==> src/rtl/mining_pkg.sv <==
// Shared types and sizes for the mining pipeline's nonce-search stage.
package mining_pkg;

  localparam int unsigned WORD_W      = 32;
  localparam int unsigned HASH_W_DFLT = 256;
  localparam int unsigned HASH_WORDS  = HASH_W_DFLT / WORD_W;

  typedef enum logic [2:0] {
    ST_IDLE,
    ST_REQ,
    ST_WAIT,
    ST_CMP,
    ST_DONE
  } state_t;

endpackage

==> src/rtl/hash_cmp_serial.sv <==
// Serial hash <= target compare, one 32-bit word per cycle, most significant word first.
module hash_cmp_serial
  import mining_pkg::*;
#(
  parameter int unsigned HASH_W = 256
) (
  input  logic              clk,
  input  logic              rst_n,
  input  logic              i_tgt_load,
  input  logic [HASH_W-1:0] i_target,
  input  logic              i_load,
  input  logic [HASH_W-1:0] i_hash,
  input  logic              i_step,
  output logic [HASH_W-1:0] o_hash,
  output logic              o_done_c,
  output logic              o_pass_c
);

  localparam int unsigned N_WORDS = HASH_W / WORD_W;
  localparam int unsigned IDX_W   = (N_WORDS > 1) ? $clog2(N_WORDS) : 1;

  logic [HASH_W-1:0] r_hash;
  logic [HASH_W-1:0] r_target;
  logic [IDX_W-1:0]  r_idx;

  logic [WORD_W-1:0] w_hash_word;
  logic [WORD_W-1:0] w_tgt_word;
  logic              w_last;

  // Word r_idx counted from the top of the vector.
  always_comb begin
    w_hash_word = WORD_W'(r_hash   >> (WORD_W * (N_WORDS - 1 - 32'(r_idx))));
    w_tgt_word  = WORD_W'(r_target >> (WORD_W * (N_WORDS - 1 - 32'(r_idx))));
    w_last      = (r_idx == IDX_W'(N_WORDS - 1));
    o_done_c    = (w_hash_word != w_tgt_word) || w_last;
    o_pass_c    = (w_hash_word < w_tgt_word) || ((w_hash_word == w_tgt_word) && w_last);
  end

  always_ff @(posedge clk or negedge rst_n) begin
    if (!rst_n) begin
      r_hash   <= '0;
      r_target <= '0;
      r_idx    <= '0;
    end else begin
      if (i_tgt_load) begin
        r_target <= i_target;
      end
      if (i_load) begin
        r_hash <= i_hash;
        r_idx  <= '0;
      end else if (i_step && !o_done_c) begin
        r_idx <= r_idx + 1'b1;
      end
    end
  end

  assign o_hash = r_hash;

endmodule

==> src/rtl/hash_target_check.sv <==
// Nonce search controller: requests one hash per nonce and stops on a hash <= target or on budget exhaustion.
module hash_target_check
  import mining_pkg::*;
#(
  parameter int unsigned NONCE_W = 32,
  parameter int unsigned HASH_W  = 256
) (
  input  logic               clock,
  input  logic               reset,
  input  logic               start,
  input  logic [NONCE_W-1:0] nonce_base,
  input  logic [NONCE_W-1:0] max_tries,
  input  logic [HASH_W-1:0]  target,
  input  logic               hash_valid,
  input  logic [HASH_W-1:0]  HASH,
  output logic [NONCE_W-1:0] nonce,
  output logic               run_req,
  output logic               busy,
  output logic               found,
  output logic               exhausted,
  output logic [NONCE_W-1:0] golden_nonce,
  output logic [HASH_W-1:0]  golden_hash,
  output logic [NONCE_W-1:0] tries
);

  state_t r_state;
  state_t w_state_nxt;

  logic [NONCE_W-1:0] r_nonce;
  logic [NONCE_W-1:0] r_tries;
  logic [NONCE_W-1:0] r_max;
  logic [NONCE_W-1:0] r_gnonce;
  logic [HASH_W-1:0]  r_ghash;
  logic               r_found;
  logic               r_exh;
  logic               r_run_req;
  logic               r_busy;

  logic [NONCE_W-1:0] w_nonce_nxt;
  logic [NONCE_W-1:0] w_tries_nxt;
  logic [NONCE_W-1:0] w_tries_inc;
  logic [NONCE_W-1:0] w_gnonce_nxt;
  logic [HASH_W-1:0]  w_ghash_nxt;
  logic               w_found_nxt;
  logic               w_exh_nxt;
  logic               w_accept;
  logic               w_cmp_load;
  logic               w_cmp_step;
  logic [HASH_W-1:0]  w_cap_hash;
  logic               w_cmp_done;
  logic               w_cmp_pass;

  hash_cmp_serial #(
    .HASH_W(HASH_W)
  ) u_cmp (
    .clk       (clock),
    .rst_n     (reset),
    .i_tgt_load(w_accept),
    .i_target  (target),
    .i_load    (w_cmp_load),
    .i_hash    (HASH),
    .i_step    (w_cmp_step),
    .o_hash    (w_cap_hash),
    .o_done_c  (w_cmp_done),
    .o_pass_c  (w_cmp_pass)
  );

  // Try counter saturates so an unlimited search never wraps it.
  assign w_tries_inc = (r_tries == '1) ? r_tries : r_tries + 1'b1;

  always_comb begin
    w_state_nxt  = r_state;
    w_nonce_nxt  = r_nonce;
    w_tries_nxt  = r_tries;
    w_gnonce_nxt = r_gnonce;
    w_ghash_nxt  = r_ghash;
    w_found_nxt  = r_found;
    w_exh_nxt    = r_exh;
    w_accept     = 1'b0;
    w_cmp_load   = 1'b0;
    w_cmp_step   = 1'b0;
    case (r_state)
      ST_IDLE, ST_DONE: begin
        if (start) begin
          w_accept     = 1'b1;
          w_state_nxt  = ST_REQ;
          w_nonce_nxt  = nonce_base;
          w_tries_nxt  = '0;
          w_gnonce_nxt = '0;
          w_ghash_nxt  = '0;
          w_found_nxt  = 1'b0;
          w_exh_nxt    = 1'b0;
        end
      end
      ST_REQ: begin
        w_state_nxt = ST_WAIT;
      end
      ST_WAIT: begin
        if (hash_valid) begin
          w_cmp_load  = 1'b1;
          w_state_nxt = ST_CMP;
        end
      end
      ST_CMP: begin
        w_cmp_step = 1'b1;
        if (w_cmp_done) begin
          w_tries_nxt = w_tries_inc;
          if (w_cmp_pass) begin
            w_found_nxt  = 1'b1;
            w_gnonce_nxt = r_nonce;
            w_ghash_nxt  = w_cap_hash;
            w_state_nxt  = ST_DONE;
          end else if ((r_max != '0) && (w_tries_inc == r_max)) begin
            w_exh_nxt   = 1'b1;
            w_state_nxt = ST_DONE;
          end else begin
            w_nonce_nxt = r_nonce + 1'b1;
            w_state_nxt = ST_REQ;
          end
        end
      end
      default: begin
        w_state_nxt = ST_IDLE;
      end
    endcase
  end

  always_ff @(posedge clock or negedge reset) begin
    if (!reset) begin
      r_state   <= ST_IDLE;
      r_nonce   <= '0;
      r_tries   <= '0;
      r_max     <= '0;
      r_gnonce  <= '0;
      r_ghash   <= '0;
      r_found   <= 1'b0;
      r_exh     <= 1'b0;
      r_run_req <= 1'b0;
      r_busy    <= 1'b0;
    end else begin
      r_state   <= w_state_nxt;
      r_nonce   <= w_nonce_nxt;
      r_tries   <= w_tries_nxt;
      r_gnonce  <= w_gnonce_nxt;
      r_ghash   <= w_ghash_nxt;
      r_found   <= w_found_nxt;
      r_exh     <= w_exh_nxt;
      r_run_req <= (w_state_nxt == ST_REQ);
      r_busy    <= (w_state_nxt == ST_REQ) || (w_state_nxt == ST_WAIT) ||
                   (w_state_nxt == ST_CMP);
      if (w_accept) begin
        r_max <= max_tries;
      end
    end
  end

  assign nonce        = r_nonce;
  assign run_req      = r_run_req;
  assign busy         = r_busy;
  assign found        = r_found;
  assign exhausted    = r_exh;
  assign golden_nonce = r_gnonce;
  assign golden_hash  = r_ghash;
  assign tries        = r_tries;

endmodule
==> config.mk <==
export PLATFORM = sky130hd
export DESIGN_NAME = hash_target_check
export DESIGN_NICKNAME = d
export VERILOG_FILES = /design/src/rtl/mining_pkg.sv /design/src/rtl/hash_cmp_serial.sv /design/src/rtl/hash_target_check.sv
export SDC_FILE = /design/constraint.sdc
export NUM_CORES = 2
export LEC_CHECK = 0
export ABC_AREA = 1
export ABC_CLOCK_PERIOD_IN_PS = 5000
export CAP_MARGIN = 20
export CORE_AREA = 3 3 366 368
export CTS_CLUSTER_SIZE = 8
export DETAILED_ROUTE_END_ITERATION = 12
export DIE_AREA = 0 0 369 371
export SLEW_MARGIN = 20
export SYNTH_ARGS = -nofsm -noshare
export SYNTH_HDL_FRONTEND = slang
export SYNTH_SLANG_ARGS = --single-unit
==> constraint.sdc <==
create_clock -name clock -period 5 [get_ports clock]
set_clock_uncertainty 0.2 [all_clocks]
set_input_delay 1 -clock clock [delete_from_list [all_inputs] [get_ports clock]]
set_output_delay 1 -clock clock [all_outputs]
set_load 0.01 [all_outputs]
==> impl_metrics.sql <==
INSERT INTO impl_metrics (metric_group, metric, value, unit) VALUES
('detailed_routing', 'route.layer.met1.wl', '78.29', 'mm'),
('synth', 'synth_top_area_share', '0.5459', ''),
('flow_run', 'max-cap-violations', '0', ''),
('global_routing', 'wire_length_of_the_first_global_routing_pass', '267.3', 'mm'),
('clock_network', 'ctsResizeCount', '0', ''),
('clock_network', 'clock_tree.buffer_depth', '3', ''),
('detailed_routing', 'drt-total-wl', '188.6', 'mm'),
('synth', 'avgSynthCellArea', '8.248', 'um2'),
('clock_network', 'tritoncts', 'yes', ''),
('detailed_routing', 'top_signal_layer_used', 'met5', ''),
('setup_path', 'timing_worst_setup_path_type', 'reg2reg', ''),
('clock_network', 'cts_hold_buffers', '0', ''),
('sta', 'worst_slack', '0.2540', 'ns'),
('synth', 'synth_edf_count', '0', ''),
('synth', 'synth.cells.most_frequent', 'sky130_fd_sc_hd__nand2_1, sky130_fd_sc_hd__dfrtp_1, sky130_fd_sc_hd__o21ai_0', ''),
('final_layout', 'flow.area_growth_from_synthesis', '37.61', '%'),
('floorplanning', 'floorplan.rows', '133', ''),
('synth', 'yosysWarnings', '0', ''),
('global_routing', 'gr-total-overflow', '0', ''),
('clock_network', 'number_of_setup_buffers_added_after_cts', '0', ''),
('detailed_routing', 'detailedRoute.firstIterationViolations', '3870', ''),
('synth', 'cells_taking_the_most_area_after_synthesis', 'sky130_fd_sc_hd__dfrtp_1, sky130_fd_sc_hd__nand2_1, sky130_fd_sc_hd__o21ai_0', ''),
('global_routing', 'grt_start_max_net_pins', '178', ''),
('floorplanning', 'floorplan.initialDensity', '0.3167', ''),
('sta', 'final.min_clock_period', '4.746', 'ns'),
('placement', 'place_worst_setup_slack', '0.1357', 'ns'),
('sta', 'finalHoldViolations', '0', ''),
('clock_network', 'htreeDepth', '4', ''),
('clock_network', 'total_cts_buffers', '133', ''),
('synth', 'syn_nets', '5651', ''),
('final_layout', 'final_layout_size_suffix_gt1_frac', '0.06702', ''),
('sta', 'relSlewSlack', '0.3427', ''),
('synth', 'synthDistinctLibCells', '41', ''),
('synth', 'netlist_area', '0.04153', 'mm2'),
('placement', 'place.gp.congestion', '0.9506', ''),
('final_layout', 'layout.filler_cells', '13010', ''),
('setup_path', 'worst-path-max-fanout', '100', ''),
('clock_network', 'clk_pin_slew_worst_paths', '0.05', 'ns'),
('synth', 'synth_top_flop_cell', 'sky130_fd_sc_hd__dfrtp_1', ''),
('setup_path', 'timing.rr.start', 'u_cmp.r_idx[1]', ''),
('status', 'result_of_the_run', 'finished clean', ''),
('setup_path', 'critPathLaunchType', 'flip-flop', ''),
('synth', 'syn_inst', '5035', ''),
('detailed_routing', 'postRouteAntennaNets', '0', ''),
('final_layout', 'layout.nets', '6518', ''),
('synth', 'yosys_reg_bits', '906', ''),
('setup_path', 'biggest_cell_delay_along_the_critical_path', '0.45', 'ns'),
('floorplanning', 'core_area', '0.1311', 'mm2'),
('sta', 'layout_worst_path_cycle_share', '0.9492', ''),
('setup_path', 'crit_chain', 'buf_12, o21ai_0, o221ai_1, o21ai_0, ha_1, nand2_1, nor2_1, and2_1, inv_1, nor3_1, buf_4, o21ai_0, nand2_1, nand2_1, nand3_4, buf_12, buf_4, nand3_1, o21ai_0', ''),
('pwr', 'power.density_cell_area', '615.9', 'mW/mm2'),
('sta', 'timing_max_transition_violations_final', '0', ''),
('pwr', 'leakage', '26.63', 'nW'),
('floorplanning', 'design.portCount', '936', ''),
('detailed_routing', 'drtPass1Iterations', '6', ''),
('detailed_routing', 'met3WireLength', '12.11', 'mm'),
('setup_path', 'critical_path.startpoint', 'u_cmp.r_idx[1]', ''),
('sta', 'timing.hold.ws', '0.1006', 'ns'),
('global_routing', 'grt_pass1_vias', '38100', ''),
('final_layout', 'final_design_area_excluding_fillers', '0.05714', 'mm2'),
('detailed_routing', 'met2_length', '90.54', 'mm'),
('placement', 'dp.final_hpwl', '143.0', 'mm'),
('detailed_routing', 'wl_per_cell', '24.51', 'um'),
('sta', 'upper_clock_frequency_limit', '210.7', 'MHz'),
('detailed_routing', 'via_count', '39080', ''),
('sta', 'grt_setup_unrepaired', 'false', ''),
('pwr', 'vdd.ir_drop.worst', '318.7', 'uV'),
('clock_network', 'worst_skew_pair.late_latency', '0.78', 'ns'),
('placement', 'placedInstanceArea', '0.05328', 'mm2'),
('global_routing', 'total_routing_usage_reported_by_global_routing', '0.2676', ''),
('setup_path', 'cp_common_cell', 'sky130_fd_sc_hd__o21ai_0', '');
worst paths after layout:
path	slack [ns]	cells past startpoint	end
max reg2reg	0.25	19	golden_hash[146]
max in group asynchronous	3.19	2	golden_hash[102]
min in group clock	0.26	2	u_cmp.r_target[163]
min	0.10	1	u_cmp.o_hash[6]
max	0.25	19	golden_hash[146]
min reg2reg	0.26	2	u_cmp.r_target[163]
cell families after synthesis:
family | Yosys count | synth area share
buffers and inverters | 683 | 0.06363
XOR/XNOR | 37 | 0.007804
flip-flops | 906 | 0.5459
AND/OR/NAND/NOR | 2263 | 0.2227
AO/OA/AOI/OAI | 1051 | 0.1330
multiplexers | 59 | 0.01600
adder cells (fa/ha/maj) | 36 | 0.01085
registers in the layout, indices dropped and copies added (netlist names):
signal          flops
u_cmp.o_hash      256
run_req             1
u_cmp.r_idx         3
golden_hash       256
found               1
r_state             3
exhausted           1
u_cmp.r_target    256
nonce              32
tries              32
golden_nonce       32
busy                1
r_max              32
where the power goes:
part | internal [mW] | switching (mW) | total [mW]
registers | 10.7 | 2.52 | 13.2
clock network | 4.93 | 3.39 | 8.31
logic | 5.51 | 8.17 | 13.7
stage by stage:
step                instances  power, mW  utilization
finish                   7692      35.19       0.4358
global route             7688      37.40       0.4357
CTS                      7678      35.45       0.4346
detailed placement       7521      26.98       0.4063
global placement         7521      26.72       0.4063
floorplan                5035      19.41            -
cell usage in the layout, fill, tap and decap left out, drive strengths merged, types with 2 or more instances in the layout:
| cell | n |
|---|---|
| o211ai | 3 |
| clkinv | 10 |
| a21oi | 312 |
| nor4 | 7 |
| ha | 36 |
| nor2 | 478 |
| o21ai | 617 |
| nand2 | 1290 |
| o21a | 2 |
| nand3 | 449 |
| diode | 13 |
| clkdlybuf4s50 | 934 |
| o221ai | 31 |
| buf | 135 |
| o22ai | 39 |
| nand4 | 14 |
| o31ai | 3 |
| nor3 | 21 |
| mux2 | 59 |
| a221oi | 5 |
| nand3b | 3 |
| a22o | 4 |
| bufinv | 2 |
| dfrtp | 906 |
| xor2 | 34 |
| inv | 350 |
| a31oi | 34 |
| xnor2 | 3 |
| clkbuf | 141 |
layout make-up:
cell class,instances,area (um2),area share
clock buffer,140,3407,0.05962
clock inverter,17,300.3,0.005255
sequential,906,22680,0.3969
tap,1755,2196,0.03843
multi-input combinational,3446,16330,0.2858
inverter,345,1324,0.02317
timing repair buffer,1070,10870,0.1902
antenna,13,32.53,0.0005693
routing by layer:
layer,vias to the layer above,track usage
met5,-,0
met4,18,0.1109
met2,1481,0.4419
li1,18200,-
met3,298,0.05111
met1,19080,0.3439
critical path, delay by kind of cell, from the launching register on:
family,cells,cell delay [ns]
AOI/OAI and AO/OA,5,1.18
adders and majority gates,1,0.40
buffers and inverters,5,0.98
DFF,1,0.44
and+or+nand+nor,8,1.14
No activity file was read; power rests on OpenSTA's default activity.
